`config.mk`:
```
export PLATFORM = sky130hd
export DESIGN_NAME = uart_mmio_responder
export DESIGN_NICKNAME = d
export VERILOG_FILES = /design/src/rtl/uart_pkg.sv /design/src/rtl/uart_fifo.sv /design/src/rtl/uart_mmio_responder.sv
export SDC_FILE = /design/constraint.sdc
export NUM_CORES = 1
export LEC_CHECK = 0
export ABC_AREA = 1
export BUFFER_PORTS_ARGS = -buffer_cell sky130_fd_sc_hd__buf_4
export CAP_MARGIN = 10
export CELL_PAD_IN_SITES_DETAIL_PLACEMENT = 1
export CELL_PAD_IN_SITES_GLOBAL_PLACEMENT = 1
export CORE_ASPECT_RATIO = 1.2
export CORE_MARGIN = 2
export CORE_UTILIZATION = 45
export CTS_CLUSTER_SIZE = 8
export DETAILED_ROUTE_END_ITERATION = 8
export PLACE_DENSITY_LB_ADDON = 0.1
export SLEW_MARGIN = 30
export SYNTH_ARGS = -nofsm -noshare
export SYNTH_HDL_FRONTEND = slang
export SYNTH_SLANG_ARGS = --single-unit
```
`constraint.sdc`:
```
create_clock -name clk -period 3.9 [get_ports clk]
set_clock_uncertainty 0.05 [all_clocks]
set_input_delay 0.39 -clock clk [delete_from_list [all_inputs] [get_ports clk]]
set_output_delay 0.39 -clock clk [all_outputs]
set_load 0.02 [all_outputs]
```
`src/rtl/uart_pkg.sv`:
```
// Shared register-map constants and FSM state encodings for the UART MMIO responder.
package uart_pkg;

    localparam logic UART_DATA_SEL = 1'b0;
    localparam logic UART_STAT_SEL = 1'b1;

    localparam int RXDP   = 0;
    localparam int TXFULL = 1;
    localparam int OVR    = 2;

    typedef enum logic [1:0] {TX_IDLE, TX_START, TX_DATA, TX_STOP} tx_state_t;
    typedef enum logic [1:0] {RX_IDLE, RX_START, RX_DATA, RX_STOP} rx_state_t;

endpackage

```
`src/rtl/uart_fifo.sv`:
```
// Byte FIFO with extra-MSB pointers; head is visible combinationally on dout.
module uart_fifo #(
    parameter int DEPTH = 16
) (
    input  logic       clk,
    input  logic       rst,
    input  logic       push,
    input  logic       pop,
    input  logic [7:0] din,
    output logic [7:0] dout,
    output logic       full,
    output logic       empty
);
    localparam int AW = $clog2(DEPTH);
    localparam logic [AW:0] PTR_ONE = {{AW{1'b0}}, 1'b1};

    logic [7:0]  mem_q [DEPTH];
    logic [AW:0] wr_ptr_q, wr_ptr_d;
    logic [AW:0] rd_ptr_q, rd_ptr_d;
    logic        do_push;
    logic        do_pop;

    // A push into a full FIFO is still accepted when a pop frees a slot the same cycle.
    always_comb begin
        empty    = (wr_ptr_q == rd_ptr_q);
        full     = (wr_ptr_q[AW] != rd_ptr_q[AW]) && (wr_ptr_q[AW-1:0] == rd_ptr_q[AW-1:0]);
        do_pop   = pop && !empty;
        do_push  = push && (!full || do_pop);
        wr_ptr_d = do_push ? wr_ptr_q + PTR_ONE : wr_ptr_q;
        rd_ptr_d = do_pop  ? rd_ptr_q + PTR_ONE : rd_ptr_q;
        dout     = mem_q[rd_ptr_q[AW-1:0]];
    end

    always_ff @(posedge clk) begin
        if (rst) begin
            wr_ptr_q <= '0;
            rd_ptr_q <= '0;
        end else begin
            wr_ptr_q <= wr_ptr_d;
            rd_ptr_q <= rd_ptr_d;
        end
    end

    always_ff @(posedge clk) begin
        if (do_push) begin
            mem_q[wr_ptr_q[AW-1:0]] <= din;
        end
    end

endmodule

```
`src/rtl/uart_mmio_responder.sv`:
```
// MMIO UART: DATA/STATUS register window, FIFO-backed 8N1 transmitter and receiver.
// Handshake: tx_wen/rx_ren are one-cycle strobes; uart_dout is valid in the strobe cycle.
module uart_mmio_responder
    import uart_pkg::*;
#(
    parameter int BAUD_DIV   = 868,
    parameter int FIFO_DEPTH = 16
) (
    input  logic       clk,
    input  logic       rst,
    input  logic       tx_wen,
    input  logic       rx_ren,
    input  logic [7:0] uart_din,
    input  logic [2:0] uart_addr,
    output logic [7:0] uart_dout,
    output logic       tx_full,
    output logic       rx_data_present,
    output logic       txd,
    input  logic       rxd
);
    localparam int CW = $clog2(BAUD_DIV);
    localparam logic [CW-1:0] BAUD_LAST = CW'(BAUD_DIV - 1);
    localparam logic [CW-1:0] HALF_LAST = CW'(BAUD_DIV / 2 - 1);
    localparam logic [CW-1:0] CNT_ONE   = CW'(1);

    logic addr_sel;
    logic unused_addr_bits;

    logic       tx_push, tx_pop, tx_fifo_full, tx_fifo_empty;
    logic [7:0] tx_fifo_dout;
    logic       rx_push, rx_pop, rx_fifo_full, rx_fifo_empty;
    logic [7:0] rx_fifo_dout;

    tx_state_t     tx_state_q, tx_state_d;
    logic [CW-1:0] tx_cnt_q, tx_cnt_d;
    logic [2:0]    tx_bit_q, tx_bit_d;
    logic [7:0]    tx_shift_q, tx_shift_d;
    logic          txd_q, txd_d;

    rx_state_t     rx_state_q, rx_state_d;
    logic [CW-1:0] rx_cnt_q, rx_cnt_d;
    logic [2:0]    rx_bit_q, rx_bit_d;
    logic [7:0]    rx_shift_q, rx_shift_d;
    logic          rx_sync1_q, rx_sync2_q, rx_prev_q;
    logic          rx_overrun_q, rx_overrun_d;
    logic          rx_fall;

    assign addr_sel         = uart_addr[2];
    assign unused_addr_bits = ^uart_addr[1:0];

    assign tx_push = tx_wen && (addr_sel == UART_DATA_SEL) && !tx_fifo_full;
    assign rx_pop  = rx_ren && (addr_sel == UART_DATA_SEL) && !rx_fifo_empty;

    uart_fifo #(.DEPTH(FIFO_DEPTH)) u_tx_fifo (
        .clk(clk), .rst(rst), .push(tx_push), .pop(tx_pop), .din(uart_din),
        .dout(tx_fifo_dout), .full(tx_fifo_full), .empty(tx_fifo_empty)
    );

    uart_fifo #(.DEPTH(FIFO_DEPTH)) u_rx_fifo (
        .clk(clk), .rst(rst), .push(rx_push), .pop(rx_pop), .din(rx_shift_q),
        .dout(rx_fifo_dout), .full(rx_fifo_full), .empty(rx_fifo_empty)
    );

    // txd is registered from the current state, so the line trails the state by one cycle.
    always_comb begin
        tx_state_d = tx_state_q;
        tx_cnt_d   = tx_cnt_q;
        tx_bit_d   = tx_bit_q;
        tx_shift_d = tx_shift_q;
        tx_pop     = 1'b0;
        case (tx_state_q)
            TX_IDLE: begin
                if (!tx_fifo_empty) begin
                    tx_pop     = 1'b1;
                    tx_shift_d = tx_fifo_dout;
                    tx_cnt_d   = BAUD_LAST;
                    tx_state_d = TX_START;
                end
            end
            TX_START: begin
                if (tx_cnt_q == '0) begin
                    tx_cnt_d   = BAUD_LAST;
                    tx_bit_d   = 3'd0;
                    tx_state_d = TX_DATA;
                end else begin
                    tx_cnt_d = tx_cnt_q - CNT_ONE;
                end
            end
            TX_DATA: begin
                if (tx_cnt_q == '0) begin
                    tx_cnt_d   = BAUD_LAST;
                    tx_shift_d = {1'b0, tx_shift_q[7:1]};
                    if (tx_bit_q == 3'd7) begin
                        tx_state_d = TX_STOP;
                    end else begin
                        tx_bit_d = tx_bit_q + 3'd1;
                    end
                end else begin
                    tx_cnt_d = tx_cnt_q - CNT_ONE;
                end
            end
            TX_STOP: begin
                if (tx_cnt_q == '0) begin
                    if (!tx_fifo_empty) begin
                        tx_pop     = 1'b1;
                        tx_shift_d = tx_fifo_dout;
                        tx_cnt_d   = BAUD_LAST;
                        tx_state_d = TX_START;
                    end else begin
                        tx_state_d = TX_IDLE;
                    end
                end else begin
                    tx_cnt_d = tx_cnt_q - CNT_ONE;
                end
            end
            default: tx_state_d = TX_IDLE;
        endcase
        case (tx_state_q)
            TX_START: txd_d = 1'b0;
            TX_DATA:  txd_d = tx_shift_q[0];
            default:  txd_d = 1'b1;
        endcase
    end

    assign rx_fall = rx_prev_q && !rx_sync2_q;

    always_comb begin
        rx_state_d = rx_state_q;
        rx_cnt_d   = rx_cnt_q;
        rx_bit_d   = rx_bit_q;
        rx_shift_d = rx_shift_q;
        rx_push    = 1'b0;
        case (rx_state_q)
            RX_IDLE: begin
                if (rx_fall) begin
                    rx_cnt_d   = HALF_LAST;
                    rx_state_d = RX_START;
                end
            end
            RX_START: begin
                if (rx_cnt_q == '0) begin
                    rx_cnt_d   = BAUD_LAST;
                    rx_bit_d   = 3'd0;
                    rx_state_d = rx_sync2_q ? RX_IDLE : RX_DATA;
                end else begin
                    rx_cnt_d = rx_cnt_q - CNT_ONE;
                end
            end
            RX_DATA: begin
                if (rx_cnt_q == '0) begin
                    rx_cnt_d   = BAUD_LAST;
                    rx_shift_d = {rx_sync2_q, rx_shift_q[7:1]};
                    if (rx_bit_q == 3'd7) begin
                        rx_state_d = RX_STOP;
                    end else begin
                        rx_bit_d = rx_bit_q + 3'd1;
                    end
                end else begin
                    rx_cnt_d = rx_cnt_q - CNT_ONE;
                end
            end
            RX_STOP: begin
                if (rx_cnt_q == '0) begin
                    rx_push    = rx_sync2_q;
                    rx_state_d = RX_IDLE;
                end else begin
                    rx_cnt_d = rx_cnt_q - CNT_ONE;
                end
            end
            default: rx_state_d = RX_IDLE;
        endcase
    end

    // A new overrun in the same cycle as a STATUS read wins over the clear.
    always_comb begin
        rx_overrun_d = rx_overrun_q;
        if (rx_ren && (addr_sel == UART_STAT_SEL)) begin
            rx_overrun_d = 1'b0;
        end
        if (rx_push && rx_fifo_full && !rx_pop) begin
            rx_overrun_d = 1'b1;
        end
    end

    always_comb begin
        uart_dout = 8'h00;
        if (addr_sel == UART_STAT_SEL) begin
            uart_dout[RXDP]   = !rx_fifo_empty;
            uart_dout[TXFULL] = tx_fifo_full;
            uart_dout[OVR]    = rx_overrun_q;
        end else if (!rx_fifo_empty) begin
            uart_dout = rx_fifo_dout;
        end
    end

    always_ff @(posedge clk) begin
        if (rst) begin
            tx_state_q   <= TX_IDLE;
            tx_cnt_q     <= '0;
            tx_bit_q     <= '0;
            tx_shift_q   <= '0;
            txd_q        <= 1'b1;
            rx_state_q   <= RX_IDLE;
            rx_cnt_q     <= '0;
            rx_bit_q     <= '0;
            rx_shift_q   <= '0;
            rx_sync1_q   <= 1'b1;
            rx_sync2_q   <= 1'b1;
            rx_prev_q    <= 1'b1;
            rx_overrun_q <= 1'b0;
        end else begin
            tx_state_q   <= tx_state_d;
            tx_cnt_q     <= tx_cnt_d;
            tx_bit_q     <= tx_bit_d;
            tx_shift_q   <= tx_shift_d;
            txd_q        <= txd_d;
            rx_state_q   <= rx_state_d;
            rx_cnt_q     <= rx_cnt_d;
            rx_bit_q     <= rx_bit_d;
            rx_shift_q   <= rx_shift_d;
            rx_sync1_q   <= rxd;
            rx_sync2_q   <= rx_sync1_q;
            rx_prev_q    <= rx_sync2_q;
            rx_overrun_q <= rx_overrun_d;
        end
    end

    assign txd             = txd_q;
    assign tx_full         = tx_fifo_full;
    assign rx_data_present = !rx_fifo_empty;

endmodule

```
==> results of run 1 <==
## worst reg2reg max path: stages, from the launching register on
cell	delay, ns
dfxtp_1	0.30
inv_1	0.11
ha_1	0.16
nand2_1	0.11
nor2_4	0.35
nand2_4	0.14
nor2_8	0.16
nand2_2	0.12
inv_4	0.14
nand2_2	0.13
nor2_1	0.73
## worst max-delay path by stage
stage                        startpoint  slack (ns)                               end  cells after the start
6_report                       register        0.78                      uart_dout[1]                      8
5_1_grt                        register        0.58                      uart_dout[1]                      8
4_1_cts                        register        0.72                      uart_dout[1]                      8
3_5_place_dp   rx_cnt_q[0]$_SDFFE_PP0P_        1.01  u_rx_fifo.mem_q[13][0]$_DFFE_PP_                     10
3_3_place_gp   rx_cnt_q[0]$_SDFFE_PP0P_        1.12  u_rx_fifo.mem_q[13][5]$_DFFE_PP_                     10
2_1_floorplan  rx_cnt_q[0]$_SDFFE_PP0P_        1.84   u_rx_fifo.mem_q[3][0]$_DFFE_PP_                     10
## registers in the layout, indices dropped and copies added, names as in the netlist, named ones only
register            cells
rx_bit_q                3
rx_cnt_q               10
rx_overrun_q            1
rx_prev_q               1
rx_shift_q              8
rx_state_q              1
rx_sync1_q              1
rx_sync2_q              1
tx_bit_q                3
tx_cnt_q               10
tx_shift_q              8
tx_state_q              2
txd                     1
u_rx_fifo.mem_q       128
u_rx_fifo.rd_ptr_q      5
u_rx_fifo.wr_ptr_q      5
u_tx_fifo.mem_q       128
u_tx_fifo.rd_ptr_q      5
u_tx_fifo.wr_ptr_q      5
## kinds of logic (layout without fill, tap and decap cells)
group / after synthesis / after routing
AOI/OAI and AO/OA: 260 / 260
DFF: 335 / 335
and+or+nand+nor: 593 / 593
xor gates and xnor gates: 20 / 20
adders and majority gates: 27 / 27
buffers and inverters: 163 / 209
## routing by layer
layer  track usage  vias to the layer above  share of wire
met3        0.0282                       73          0.030
met1         0.279                     4953           0.42
li1              -                     4879              -
met4        0.0902                        0          0.036
met2         0.392                      178           0.51
met5             0                        -              0
## power by group through the flow
stage | registers [uW] | logic [uW] | clock network [uW]
after global placement | 4200 | 2390 | 0
after global routing | 4160 | 2810 | 3890
after detailed placement | 4210 | 2460 | 0
after floorplan | 4170 | 1880 | 0
final | 4140 | 2440 | 3660
after CTS | 4140 | 2480 | 3750
## stage by stage
step	std cells	power, uW	util	setup slack (ns)	hold WS [ns]
after floorplan	1398	6050	-	1.84	0.339
after global placement	1777	6590	0.469	1.12	0.348
after detailed placement	1777	6670	0.469	1.01	0.353
after CTS	1851	10400	0.511	0.719	0.0984
after global routing	1851	10900	0.511	0.583	0.114
final	1851	10200	0.511	0.779	0.131
## layout make-up
type	instances	area, sq um	share of cell area
tap	407	509	0.0311
clock inverter	3	55.1	0.00336
inverter	99	378	0.0231
multi-input combinational	900	4620	0.282
clock buffer	70	1260	0.0771
sequential	335	9270	0.566
timing repair buffer	37	280	0.0171
## synth_stat cells, types with 2 or more instances
master | n | area [sq um]
inv_2 | 12 | 45.0
nor3_1 | 10 | 50.1
nor2_1 | 253 | 950
a21oi_1 | 57 | 285
o21ai_1 | 5 | 25.0
inv_1 | 84 | 315
nand3_1 | 112 | 561
nand2_2 | 9 | 56.3
xor2_1 | 18 | 158
or2_2 | 3 | 18.8
o22ai_1 | 2 | 12.5
o31ai_1 | 4 | 30.0
inv_4 | 2 | 12.5
nand3_2 | 4 | 40.0
nor2_4 | 3 | 33.8
nand4_2 | 2 | 25.0
nor2_2 | 7 | 43.8
clkbuf_1 | 32 | 120
a21oi_2 | 2 | 17.5
buf_4 | 3 | 22.5
buf_1 | 2 | 7.51
o211ai_1 | 29 | 218
nand2_1 | 171 | 642
o21ai_0 | 139 | 696
nand3b_1 | 5 | 37.5
dfxtp_1 | 79 | 1580
a31oi_1 | 3 | 18.8
edfxtp_1 | 256 | 7690
buf_2 | 25 | 125
nor3b_1 | 3 | 22.5
o221ai_1 | 16 | 140
nand4_1 | 2 | 12.5
nand3_4 | 3 | 52.6
ha_1 | 27 | 338
nand2_4 | 5 | 56.3
==> summary.txt, run 1 <==
Post-DP HPWL - 23.3 mm
Share of post-route cells with drive strength above 1 - 0.101
Switching pwr - 3280 uW
WHS Endpoint - u_tx_fifo.mem_q[13][7]$_DFFE_PP_
Fmax - 320 MHz
Status - complete, no violations
CP peak stage delay - 0.52 ns
Synth-to-layout area growth - 12.5%
Seq pwr share - 0.404
# clock sinks - 335
Synth Area in Adders - 0.0232
Crit path cell chain - buf_4 > o21ai_0 > o211ai_1 > nand2_1 > a21oi_1 > nand2_1 > o21ai_0 > buf_4
CTS Buf Count - 47
Hold-critical path depth - 1
Post-cts resize count - 0
Number of synthesized register bits - 335
Actual slew at the worst max-slew pin - 0.925 ns
GRT Total Usage - 0.223
Clk slew on worst S/H paths - 0.05 ns
Max_cap viols - 0
# fillers - 3469
Leak - 0.00597 uW
PortBufs - 24
Max-slew violation count - 0
Commonest non-fill, non-tap cells in the layout - edfxtp_1, nor2_1, nand2_1
Maximum VDD drop - 0.000539 V
Reg2reg start - rx_cnt_q[0]$_SDFFE_PP0P_
CP Launch Type - register
Global placement routability congestion - 0.771
Critical path buffers and inverters - 2
Syn Inst Count - 1398
Root buffer cell - clkbuf_16
Worst-path fanout max - 65
Die Wd - 168 um
Worst path arrival time - 2.68 ns
RSZ-0062 raised after global routing - no
Hold path startpoint - uart_din[7]
Final setup violation count - 0
WP data required - 3.46 ns
Routed len/inst - 19.7 um
Largest family of logic cells by synthesized area - simple AND/OR/NAND/NOR gates
Power per Cell Area - 625 mW/mm^2
Mapped Avg Cell Area - 10.4 sq um
H-Tree Depth - 2
R2R cell count - 10
Initial Util - 0.454
Min Clock Period, post-route - 3.12 ns
Congestion Overflow GR - 0
Critical R2R Capture - u_rx_fifo.mem_q[13][1]$_DFFE_PP_
Synth Area in Compound Gates - 0.102
Commonest non-fill, non-tap cell in the layout - edfxtp_1
Via count - 10100
DRT Wirelength - 36.6 mm
EDFF count, synth - 256
Mapped Area - 0.0146 sq mm
Final #Nets - 1463
Rel. slew slack - 0.381
Setup TNS - 0 ns
Top Ports - 27
Vias in the first global route - 10800
Crit. End Element - output port
Final Instance Area - 0.0164 sq mm
Initial antenna violation count - 0
Largest net degree at the start of global routing - 80
First-pass GRT wire length - 59.0 mm
Synth Area in Simple Gates - 0.180
Int Power - 6970 uW
Fraction of registers with async set/reset - 0
Worst Hold Class - in -> reg
Syn nets - 1441
Post-DP Area - 0.0150 sq mm
Clock power frac - 0.358
Post-synthesis sequential area ratio - 0.637
Die ar. - 0.0338 sq mm
DRT Pass-1 Iters - 5
Critical setup path kind - reg -> out
Core ar. - 0.0321 sq mm
Multiplexer share of the synthesized area - 0
Die height - 201 um
Fin crit share - 0.800
Slowest cell on crit path - buf_4
Switching Fraction - 0.320
Setup Fix Bufs, Post-CTS - 0
Final Hold Vio Count - 0
Antenna viol nets, final - 0
Hold-fix buffers, CTS - 1
Crit path max-delay family - compound AO/OA/AOI/OAI gates
Site row count - 72
Netlist cell types - 44
Synth Area in XOR/XNOR - 0.0125
Ant diodes - 0
Vias/cell - 5.45
Combinational Power Share - 0.238
Max clock buf depth - 3
R2R setup slack - 1.03 ns
Clk Latency, worst-skew pair - 0.55 ns
Yosys warning total - 0
DR DRC count - 0
Drt initial violations - 727
Ys flop type - edfxtp_1
CTS tree - yes
No activity file was read; power rests on OpenSTA's default activity.
==> inputs of run 2 (changes only) <==
--- a/config.mk
+++ b/config.mk
@@ -5,7 +5,7 @@
 export SDC_FILE = /design/constraint.sdc
 export NUM_CORES = 1
 export LEC_CHECK = 0
-export ABC_AREA = 1
+export ABC_AREA = 0
 export BUFFER_PORTS_ARGS = -buffer_cell sky130_fd_sc_hd__buf_4
 export CAP_MARGIN = 10
 export CELL_PAD_IN_SITES_DETAIL_PLACEMENT = 1
==> constraint.sdc (replaced) <==
create_clock -name clk -period 2.51 [get_ports clk]
set_clock_uncertainty 0.05 [all_clocks]
set_input_delay 0.251 -clock clk [delete_from_list [all_inputs] [get_ports clk]]
set_output_delay 0.251 -clock clk [all_outputs]
set_load 0.02 [all_outputs]
==> run 2 against run 1 <==
Compared with the run above: utilization up 2.9 points; register-to-register slack worse by 0.92 ns; highest routed layer unchanged; worst hold slack lost 0.098 ns; critical path depth shrank 2; count of clock-buffer cells in the layout down 12; the flow now finishes with violations (setup timing).
==> summary.txt, run 2 <==
Final Hold Vio Count - 0
Initial Util - 0.454
Commonest non-fill, non-tap cell in the layout - edfxtp_1
Die height - 198 um
Clk slew on worst S/H paths - 0.05 ns
Synth-to-layout area growth - 19.0%
GRT Total Usage - 0.214
First-pass GRT wire length - 53.5 mm
Global placement routability congestion - 0.790
# fillers - 2976
PortBufs - 24
Syn Inst Count - 942
Die Wd - 166 um
Post-synth top cells - edfxtp_1, dfxtp_1, nor2_1, mux4_2, a21oi_1
Post-DP Area - 0.0152 sq mm
DR DRC count - 0
Hold WS - 0.0335 ns
# clock sinks - 335
Actual slew at the worst max-slew pin - 0.878 ns
Final Instance Area - 0.0168 sq mm
CTS Buf Count - 47
Via count - 8415
Crit. End Element - output port
Power per Cell Area - 867 mW/mm^2
Mapped Area - 0.0141 sq mm
Site row count - 71
Drt initial violations - 563
Ant diodes - 0
Worst Setup Slack, final - -0.367 ns
Number of synthesized register bits - 335
Worst-path fanout max - 5
Root buffer cell - clkbuf_16
Fmax - 348 MHz
Count leader, synth - edfxtp_1
Mapped Avg Cell Area - 15.0 sq um
RSZ-0062 raised after global routing - yes
Leak - 0.00574 uW
CTS tree - yes
Leading area contributor after synthesis - edfxtp_1
Worst Hold Class - in -> reg
Maximum VDD drop - 0.000544 V
Top-area cell type share of the netlist area - 0.545
Core ar. - 0.0311 sq mm
EDFF count, synth - 256
WP data required - 2.21 ns
Final setup violation count - 8
Initial antenna violation count - 0
Min Clock Period, post-route - 2.88 ns
Vias in the first global route - 8899
Clk Latency, worst-skew pair - 0.55 ns
H-Tree Depth - 2
Max-slew violation count - 0
Vias/cell - 5.75
Top Ports - 27
Syn nets - 985
Fraction of registers with async set/reset - 0
Antenna viol nets, final - 0
Congestion Overflow GR - 0
DRT Wirelength - 34.4 mm
Max clock buf depth - 3
Commonest non-fill, non-tap cells in the layout - edfxtp_1, buf_4, dfxtp_1
Post-DP HPWL - 22.9 mm
Failing checks - setup timing
Final #Nets - 1094
Die ar. - 0.0328 sq mm
Synth top area cells - edfxtp_1, dfxtp_1, mux4_2, mux2i_1, ha_1
Rel. slew slack - 0.414
Netlist cell types - 71
Critical setup path kind - reg -> out
Yosys warning total - 0
Routed len/inst - 23.5 um
Max_cap viols - 0
Worst path arrival time - 2.58 ns
Largest net degree at the start of global routing - 40
Ys flop type - edfxtp_1
Share of post-route cells with drive strength above 1 - 0.235
Fin crit share - 1.15
Post-synthesis sequential area ratio - 0.657
CP Launch Type - register
Setup TNS - -2.54 ns
DRT Pass-1 Iters - 4
Status - complete, but fails checks
-- run 2: per-stage QoR --
step,util,setup slack [ns],std cells,total power (uW)
after CTS,0.536,-0.390,1460,14700
after floorplan,-,0.0306,942,8090
after detailed placement,0.489,0.0648,1389,8980
after global placement,0.489,0.144,1389,8940
after global routing,0.540,-0.429,1463,15200
final,0.540,-0.367,1463,14600
-- run 2: timing repair --
action,4_1_cts,5_1_grt
endpoints found under the setup margin,8,30
endpoints found under the hold margin,113,0
gates resized for setup,12,17
pin swaps,0,6
setup buffers,1,2
gates cloned,2,1
hold buffers,8,0
-- run 2: logic make-up after synthesis --
kind of cell | after synthesis | synth area share
DFF | 335 | 0.657
xor gates and xnor gates | 25 | 0.0155
and+or+nand+nor | 214 | 0.0801
muxes | 93 | 0.117
buffers and inverters | 77 | 0.0218
adders and majority gates | 27 | 0.0239
AOI/OAI and AO/OA | 171 | 0.0844
-- run 2: report_power, final --
group | internal (uW) | switching (uW) | total [uW]
Sequential | 6140 | 210 | 6350
Combinational | 1090 | 1440 | 2530
Clock | 3420 | 2260 | 5680
-- run 2: final cells by class --
cell class,instances,area [sq um],share of cell area
inverters,26,97.6,0.00581
repair buffers,111,1020,0.0610
flip-flops and latches,335,9270,0.552
well taps,401,502,0.0299
multi-input cells,530,4600,0.274
clock buffers,58,1240,0.0738
clock inverters,2,50.0,0.00298
-- run 2: critical path: stages (launching register included) --
cell	delay, ns
dfxtp_4	0.39
buf_12	0.14
buf_16	0.13
mux4_2	0.53
mux4_2	0.51
o21a_1	0.19
buf_6	0.13
-- run 2: worst paths after layout --
check                                         startpoint                               end  slack [ns]  cells past startpoint
worst max-delay path                            register                      uart_dout[0]       -0.37                      6
worst min-delay path                         uart_din[0]  u_tx_fifo.mem_q[14][0]$_DFFE_PP_        0.03                      1
worst max register to register  rx_cnt_q[0]$_SDFFE_PP0P_  u_rx_fifo.mem_q[13][3]$_DFFE_PP_        0.11                      8
worst min register to register     rx_sync1_q$_SDFF_PP1_             rx_sync2_q$_SDFF_PP1_        0.38                      1
-- run 2: per-layer routing --
metal  global-route usage  vias up  part of all wire
li1                     -     3911                 -
met1                0.260     4309              0.41
met2                0.397      139              0.54
met3               0.0290       56             0.034
met4               0.0654        0             0.022
met5                    0        -                 0
==> inputs of run 3 (changes only) <==
--- a/config.mk
+++ b/config.mk
@@ -20,3 +20,4 @@
 export SYNTH_ARGS = -nofsm -noshare
 export SYNTH_HDL_FRONTEND = slang
 export SYNTH_SLANG_ARGS = --single-unit
+export TNS_END_PERCENT = 50
==> run 3 against run 2 <==
Compared with the run above: worst hold slack better by 0.010 ns; final area increased by 0.81%; largest power group unchanged; highest routed layer unchanged; the flow still finishes with violations (setup timing); combinational power is 2% higher; largest cell class unchanged.
==> summary.txt, run 3 (synthesis gave the netlist of run 2 again) <==
Status - complete, but fails checks
Failing checks - setup timing
Post-DP HPWL - 23.1 mm
Top Ports - 27
Die ar. - 0.0328 sq mm
Maximum VDD drop - 0.000577 V
Clk slew on worst S/H paths - 0.05 ns
Final setup violation count - 8
Rel. slew slack - 0.454
Post-DP Area - 0.0153 sq mm
Min Clock Period, post-route - 2.84 ns
CTS Buf Count - 47
Final #Nets - 1095
Site row count - 71
Setup TNS - -2.42 ns
Via count - 8392
Critical setup path kind - reg -> out
Vias/cell - 5.64
Share of post-route cells with drive strength above 1 - 0.226
Commonest non-fill, non-tap cells in the layout - edfxtp_1, buf_4, dfxtp_1
Max-slew violation count - 0
Leak - 0.00579 uW
Die height - 198 um
Crit. End Element - output port
Commonest non-fill, non-tap cell in the layout - edfxtp_1
DRT Pass-1 Iters - 4
Core ar. - 0.0311 sq mm
Placement Setup Slack - 0.00538 ns
CP Launch Type - register
# clock sinks - 335
Vias in the first global route - 8998
H-Tree Depth - 2
Global placement routability congestion - 0.791
Fmax - 352 MHz
RSZ-0062 raised after global routing - yes
Worst Hold Class - in -> reg
Routed len/inst - 23.0 um
WP data required - 2.21 ns
Ant diodes - 0
Final Hold Vio Count - 0
Initial antenna violation count - 0
Worst-path fanout max - 6
Largest net degree at the start of global routing - 43
Fin crit share - 1.13
Antenna viol nets, final - 0
Actual slew at the worst max-slew pin - 0.818 ns
Initial Util - 0.454
GRT Total Usage - 0.212
DR DRC count - 0
Design Power - 14800 uW
Die Wd - 166 um
PortBufs - 24
Final Instance Area - 0.0169 sq mm
Root buffer cell - clkbuf_16
Synth-to-layout area growth - 19.9%
Power per Cell Area - 873 mW/mm^2
First-pass GRT wire length - 53.2 mm
DRT Wirelength - 34.2 mm
Max_cap viols - 0
CTS tree - yes
Congestion Overflow GR - 0
Worst Setup Slack, final - -0.333 ns
Worst path arrival time - 2.54 ns
Drt initial violations - 420
Clk Latency, worst-skew pair - 0.55 ns
Max clock buf depth - 3
[run 3: cell count changes in the layout (fill, tap and decap cells not counted), moves of 4 or more]
cell	previous run	this run
and3_4	9	5
clkbuf_1	10	35
and3_1	17	22
buf_4	86	81
buf_12	7	12
[run 3: routing by layer]
metal	track usage	routed length (um)	vias to the layer above
met5	0	0	-
met4	0.0802	1150	0
met3	0.0292	888	63
met2	0.404	18800	125
met1	0.241	13400	4264
li1	-	-	3940
[run 3: cell type report]
type / count / area, sq um
inverter: 26 / 97.6
multi-input combinational: 530 / 4590
sequential: 335 / 9280
clock buffer: 84 / 1360
timing repair buffer: 112 / 1080
fill: 3000 / 14200
clock inverter: 1 / 20.0
tap: 401 / 502
[run 3: final timing paths]
check	slack, ns	end	cells after the start	from
worst max-delay path	-0.33	uart_dout[3]	5	register
worst min-delay path	0.04	rx_overrun_q$_SDFFE_PP0P_	4	uart_addr[2]
worst max register to register	0.17	u_rx_fifo.mem_q[4][4]$_DFFE_PP_	7	rx_cnt_q[0]$_SDFFE_PP0P_
worst min register to register	0.36	rx_sync2_q$_SDFF_PP1_	1	rx_sync1_q$_SDFF_PP1_
[run 3: power breakdown]
group | internal [uW] | switching [uW] | leakage [uW]
clock network | 3620 | 2250 | 0.000655
logic | 1120 | 1460 | 0.00215
registers | 6140 | 205 | 0.00298
[run 3: per-stage QoR]
stage | utilization | std cells | hold WS (ns)
2_1_floorplan | - | 942 | 0.300
3_3_place_gp | 0.492 | 1390 | 0.348
3_5_place_dp | 0.492 | 1390 | 0.348
4_1_cts | 0.541 | 1485 | 0.0244
5_1_grt | 0.544 | 1489 | 0.0814
6_report | 0.544 | 1489 | 0.0439
[run 3: worst max-delay path: stages (launching register included)]
cell     delay, ns
dfxtp_4       0.44
buf_12        0.17
mux4_2        0.56
mux4_2        0.49
and3_4        0.20
buf_6         0.12
[run 3: timing repair]
action,CTS,global route
setup buffers,0,3
pin swaps,1,2
hold endpoints to repair,115,0
resized for setup,14,14
hold buffers,9,0
gates cloned,1,1
setup endpoints to repair,8,144
